$ cat config.mk
export PLATFORM = sky130hd
export DESIGN_NAME = selftest_sequencer
export DESIGN_NICKNAME = d
export VERILOG_FILES = /design/src/rtl/selftest_pkg.sv /design/src/rtl/selftest_watchdog.sv /design/src/rtl/selftest_sequencer.sv
export SDC_FILE = /design/constraint.sdc
export NUM_CORES = 1
export LEC_CHECK = 0
export CAP_MARGIN = 20
export CORE_UTILIZATION = 54
export DETAILED_ROUTE_END_ITERATION = 10
export PLACE_DENSITY = 0.85
export SETUP_SLACK_MARGIN = 0.3
export SLEW_MARGIN = 10
export SYNTH_ARGS = -nofsm -noshare
export SYNTH_HDL_FRONTEND = slang
export SYNTH_SLANG_ARGS = --single-unit
$ cat constraint.sdc
create_clock -name clk -period 6.6 [get_ports clk]
set_input_delay 0.66 -clock clk [delete_from_list [all_inputs] [get_ports clk]]
set_output_delay 0.66 -clock clk [all_outputs]
set_load 0.05 [all_outputs]
$ cat src/rtl/selftest_pkg.sv
// selftest_pkg: shared types and defaults for the unit self-test sequencer.
// IDX_W helper sizes the stage index for any stage count.
package selftest_pkg;

  typedef enum logic [1:0] {
    IDLE,
    RUN,
    GAP,
    DONE
  } st_t;

  localparam int N_STAGES_DEF = 6;
  localparam int TIMEOUT_DEF  = 1000;
  localparam int CNT_W_DEF    = 32;

  function automatic int idx_w(input int n);
    return (n > 1) ? $clog2(n) : 1;
  endfunction

endpackage

$ cat src/rtl/selftest_watchdog.sv
// selftest_watchdog: per-stage wait counter, saturating at TIMEOUT.
// Only built when SELFTEST_TIMEOUT_EN is defined.
`ifdef SELFTEST_TIMEOUT_EN
module selftest_watchdog
  import selftest_pkg::*;
#(
  parameter int TIMEOUT = TIMEOUT_DEF
) (
  input  logic clk,
  input  logic rst,
  input  logic clear,
  input  logic enable,
  output logic expired
);

  localparam int W = $clog2(TIMEOUT + 1);
  localparam logic [W-1:0] LIM  = W'(TIMEOUT);
  localparam logic [W-1:0] LAST = W'(TIMEOUT - 1);

  logic [W-1:0] cnt;

  // count RUN cycles since the last clear, holding at the limit
  always_ff @(posedge clk) begin
    if (rst || clear) begin
      cnt <= '0;
    end else if (enable && cnt != LIM) begin
      cnt <= cnt + W'(1);
    end
  end

  // the cycle carrying count TIMEOUT-1 is the last one allowed
  assign expired = enable && (cnt >= LAST);

endmodule
`endif

$ cat src/rtl/selftest_sequencer.sv
// selftest_sequencer: runs each self-test stage in turn, records timeouts.
// SELFTEST_TIMEOUT_EN adds the per-stage watchdog; without it RUN never times out.
module selftest_sequencer
  import selftest_pkg::*;
#(
  parameter int N_STAGES = N_STAGES_DEF,
  parameter int TIMEOUT  = TIMEOUT_DEF,
  parameter int CNT_W    = CNT_W_DEF,
  localparam int IDX_W   = idx_w(N_STAGES)
) (
  input  logic                clk,
  input  logic                rst,
  input  logic                go,
  input  logic [N_STAGES-1:0] stage_finish,
  output logic [N_STAGES-1:0] stage_start,
  output logic [IDX_W-1:0]    cur_stage,
  output logic                busy,
  output logic                done,
  output logic                pass,
  output logic [N_STAGES-1:0] fail_mask,
  output logic [CNT_W-1:0]    run_cycles
);

  localparam logic [IDX_W-1:0]    LAST = IDX_W'(N_STAGES - 1);
  localparam logic [N_STAGES-1:0] ONE  = N_STAGES'(1);

  st_t                st, st_nx;
  logic [IDX_W-1:0]   cur, cur_nx;
  logic [N_STAGES-1:0] fmask, fmask_nx;
  logic [CNT_W-1:0]   cyc;
  logic               fin;
  logic               expired;
  logic               active;

  assign fin    = stage_finish[cur];
  assign active = (st == RUN) || (st == GAP);

`ifdef SELFTEST_TIMEOUT_EN
  logic wd_clear;
  logic wd_en;

  assign wd_clear = (st_nx == RUN) && (st != RUN);
  assign wd_en    = (st == RUN);

  selftest_watchdog #(
    .TIMEOUT(TIMEOUT)
  ) u_wd (
    .clk    (clk),
    .rst    (rst),
    .clear  (wd_clear),
    .enable (wd_en),
    .expired(expired)
  );
`else
  assign expired = (TIMEOUT < 0);
`endif

  // next state, stage index and timeout record
  always_comb begin
    st_nx    = st;
    cur_nx   = cur;
    fmask_nx = fmask;
    unique case (st)
      IDLE, DONE: begin
        if (go) begin
          st_nx    = RUN;
          cur_nx   = '0;
          fmask_nx = '0;
        end
      end
      RUN: begin
        if (fin) begin
          st_nx = GAP;
        end else if (expired) begin
          st_nx       = GAP;
          fmask_nx[cur] = 1'b1;
        end
      end
      GAP: begin
        if (cur == LAST) begin
          st_nx = DONE;
        end else begin
          st_nx  = RUN;
          cur_nx = cur + IDX_W'(1);
        end
      end
      default: st_nx = IDLE;
    endcase
  end

  // state and registered outputs
  always_ff @(posedge clk) begin
    if (rst) begin
      st          <= IDLE;
      cur         <= '0;
      fmask       <= '0;
      stage_start <= '0;
      busy        <= 1'b0;
      done        <= 1'b0;
      pass        <= 1'b0;
    end else begin
      st          <= st_nx;
      cur         <= cur_nx;
      fmask       <= fmask_nx;
      stage_start <= (st_nx == RUN) ? (ONE << cur_nx) : '0;
      busy        <= (st_nx == RUN) || (st_nx == GAP);
      done        <= (st_nx == DONE);
      pass        <= (st_nx == DONE) && ~|fmask_nx;
    end
  end

  // busy-cycle counter, cleared on a new run, saturating
  always_ff @(posedge clk) begin
    if (rst) begin
      cyc <= '0;
    end else if ((st == IDLE || st == DONE) && go) begin
      cyc <= '0;
    end else if (active && ~&cyc) begin
      cyc <= cyc + CNT_W'(1);
    end
  end

  assign cur_stage  = cur;
  assign fail_mask  = fmask;
  assign run_cycles = cyc;

endmodule

==> metrics.txt <==
status finished with violations; failing checks design-rule violations; vias in the first global route 2191; CTS Buf Count 5; worst r2r path cells 8; power per cell area 198.6 nW/um^2; total clock sinks 52; CTS tree done; Post-Synthesis Cells roughly 290; final worst slack 3.792 ns; Hold Violations, Final 0; dpl cells 391; initial antenna violation count 0; global placement routability congestion about 0.83; worst-path cell chain clkdlybuf4s50_1 > mux4_2 > a22oi_1 > a311oi_1 > nor2_1 > ha_1 > nand2b_1 > or3b_2 > nor2_1; pre-CTS setup slack 3.527 ns; critical setup path kind input port to flip-flop; reg2reg setup slack just under 4 ns; leading cell types in the layout, fill and taps excluded 58 x clkdlybuf4s50_1, 52 x dfxtp_1, 27 x nand2_1, 27 x a21oi_1, 19 x nor2_1; Layout Skew between 0.007 and 0.008 ns; Synthesis Warnings 0; Lkg Pwr 1.140 nW; Hold-fix buffers, CTS 0; area delta synth->final 27.35%; Critical Path Slowest Stage Cell or3b_2; Post-Route Setup TNS 0 ns; port bufs 58; Via Count 2432; most common cell after layout, fill and taps aside clkdlybuf4s50_1; Clk pin slew, worst setup/hold paths 0.10 ns; grt ovf 0; CTS max path bufs 2; CTS-repair resized insts 0; Chip Height slightly above 70 um; most area-consuming cells after synthesis dfxtp_1 40%, a21oi_1 5.3%, nand2_1 3.9%; CP bufs+invs 1; clk_lat worst skew ~0.3 ns; Primary FF master, synth dfxtp_1; post-synth top area share 40.49%; H-tree depth 2; #FFs+latches synth 52; Rows 24; CP arrival 3.05 ns; CP Depth 9; Slew @ Worst Pin 1.044 ns; Synth area leader dfxtp_1; delay-heaviest family, CP simple AND/OR/NAND/NOR gates; Final ANT Viol Nets 0; end of the critical path stage_start[3]$_SDFF_PP0_; WP data required 6.85 ns; crit path from stage_finish[5]; Max-Slew Margin vs Limit approximately 30%; dpl cell area around 3200 sq um; HPWL Detailed 4293 um; DRT Wirelength between 6000 and 7000 um; VDD IR max roughly 0.18 mV; CP dominant cell by count nor2_1; Fmax achieved between 300 and 400 MHz; Overall Global Routing Usage 24.37%; CP startpoint kind input port; chip width 71.01 um; Antenna Diode Count 0; Worst R2R Start cur_stage[0]$_SDFF_PP0_; Avg Cell Area, Syn just under 9 sq um; nets approximately 360; min Tclk post-route 2.808 ns; Via-to-Cell Ratio 6.095; RSZ-0062 raised after global routing no; layout cells sized above 1 ~6.6%; drt pass-1 iters 7; Final Setup Violations 0; Worst Path Max Fanout 5; I/O Pins 59; reg2reg end stage_start[3]$_SDFF_PP0_; core area between 4000 and 5000 sq um; Worst Hold Class flip-flop to flip-flop; Initial Utilization 57.47%; # Max-Cap Violations 0; Synth cell types 55; fin area about 3300 sq um; Root Driver clkbuf_8; post-synthesis sequential area ratio 40.49%; WL per Instance 15.30 um; first-pass GRT wire length 10010 um; largest net degree at the start of global routing 30; Cell Count, Final, Fillers Out 399; Setup crit end kind flip-flop; Final Max Slew Viols 0; die area 5042 sq um; setup bufs post-CTS 0; detailed-route DRC error count 2; hold slack 0.4963 ns; Net Count, Synth 305; Layout Utilization 73.18%; fin crit share 42.55%; asr flop ratio synth 0%; CP max stage delay 0.50 ns; total power approximately 650 uW; Post-Syn Area approximately 2600 sq um; Post-synth EDFFs 0; Initial DRC Count 186
[sequential cells by signal, summed over array words and instances, names as in the netlist]
name,cells
busy,1
st,2
fail_mask,6
cur_stage,3
pass,1
done,1
run_cycles,32
stage_start,6
[per-layer routing]
metal	up-vias	global-route usage, %	part of all wire [%]
met5	-	0	0
met4	0	6.889	0.75
met3	4	4.986	4.8
met2	73	41.35	49
met1	1156	31.52	45
li1	1199	-	-
[report_power, final]
| group | switching [mW] | internal, mW |
|---|---|---|
| clock | 0.109 | 0.0762 |
| sequential | 0.00684 | 0.323 |
| combinational | 0.0883 | 0.0466 |
| total | 0.204 | 0.446 |
[synthesized netlist by cell type (4+ instances only)]
library cell,n
a21oi_1,27
and2_1,8
and3_1,5
and4_1,10
clkbuf_1,5
dfxtp_1,52
ha_1,7
inv_1,8
nand2_1,27
nand2b_1,6
nand3_1,7
nand4_1,9
nor2_1,19
nor2b_1,5
nor4_1,4
o21ai_0,10
o21ai_1,4
o31ai_1,9
or3_1,12
or4_1,8
[final cells by class]
| cell class | count | area (sq um) |
|---|---|---|
| multi-input cells | 219 | 1451 |
| flip-flops and latches | 52 | 1041 |
| well taps | 52 | 65.06 |
| clock inverters | 3 | 22.52 |
| repair buffers | 60 | 595.6 |
| fillers | 348 | 1200 |
| clock buffers | 5 | 68.82 |
| inverters | 8 | 30.03 |
[cell families (layout without fill, tap and decap cells)]
family	Yosys count	count (layout)	synth area share [%]
and+or+nand+nor	135	135	31.82
xor gates and xnor gates	3	3	1.022
AOI/OAI and AO/OA	70	70	18.10
muxes	4	4	2.092
buffers and inverters	18	76	3.065
adders and majority gates	7	7	3.406
DFF	52	52	40.49
[tightest hold or removal path, stage by stage, from the launching register on]
cell and delay (ns):
dfxtp_1 0.34, nand2_1 0.06, a21oi_1 0.06
[worst min path at each step]
stage / from / endpoint / cells past startpoint / slack, ns
CTS: run_cycles[1]$_SDFFE_PP0P_ / run_cycles[1]$_SDFFE_PP0P_ / 2 / 0.50
finish: run_cycles[1]$_SDFFE_PP0P_ / run_cycles[1]$_SDFFE_PP0P_ / 2 / 0.50
floorplan: st[0]$_SDFF_PP0_ / st[0]$_SDFF_PP0_ / 2 / 0.54
global placement: fail_mask[2]$_SDFF_PP0_ / fail_mask[2]$_SDFF_PP0_ / 1 / 0.47
detailed placement: fail_mask[5]$_SDFF_PP0_ / fail_mask[5]$_SDFF_PP0_ / 1 / 0.48
global route: fail_mask[2]$_SDFF_PP0_ / fail_mask[2]$_SDFF_PP0_ / 1 / 0.52
(Power assumes the default switching activity.)
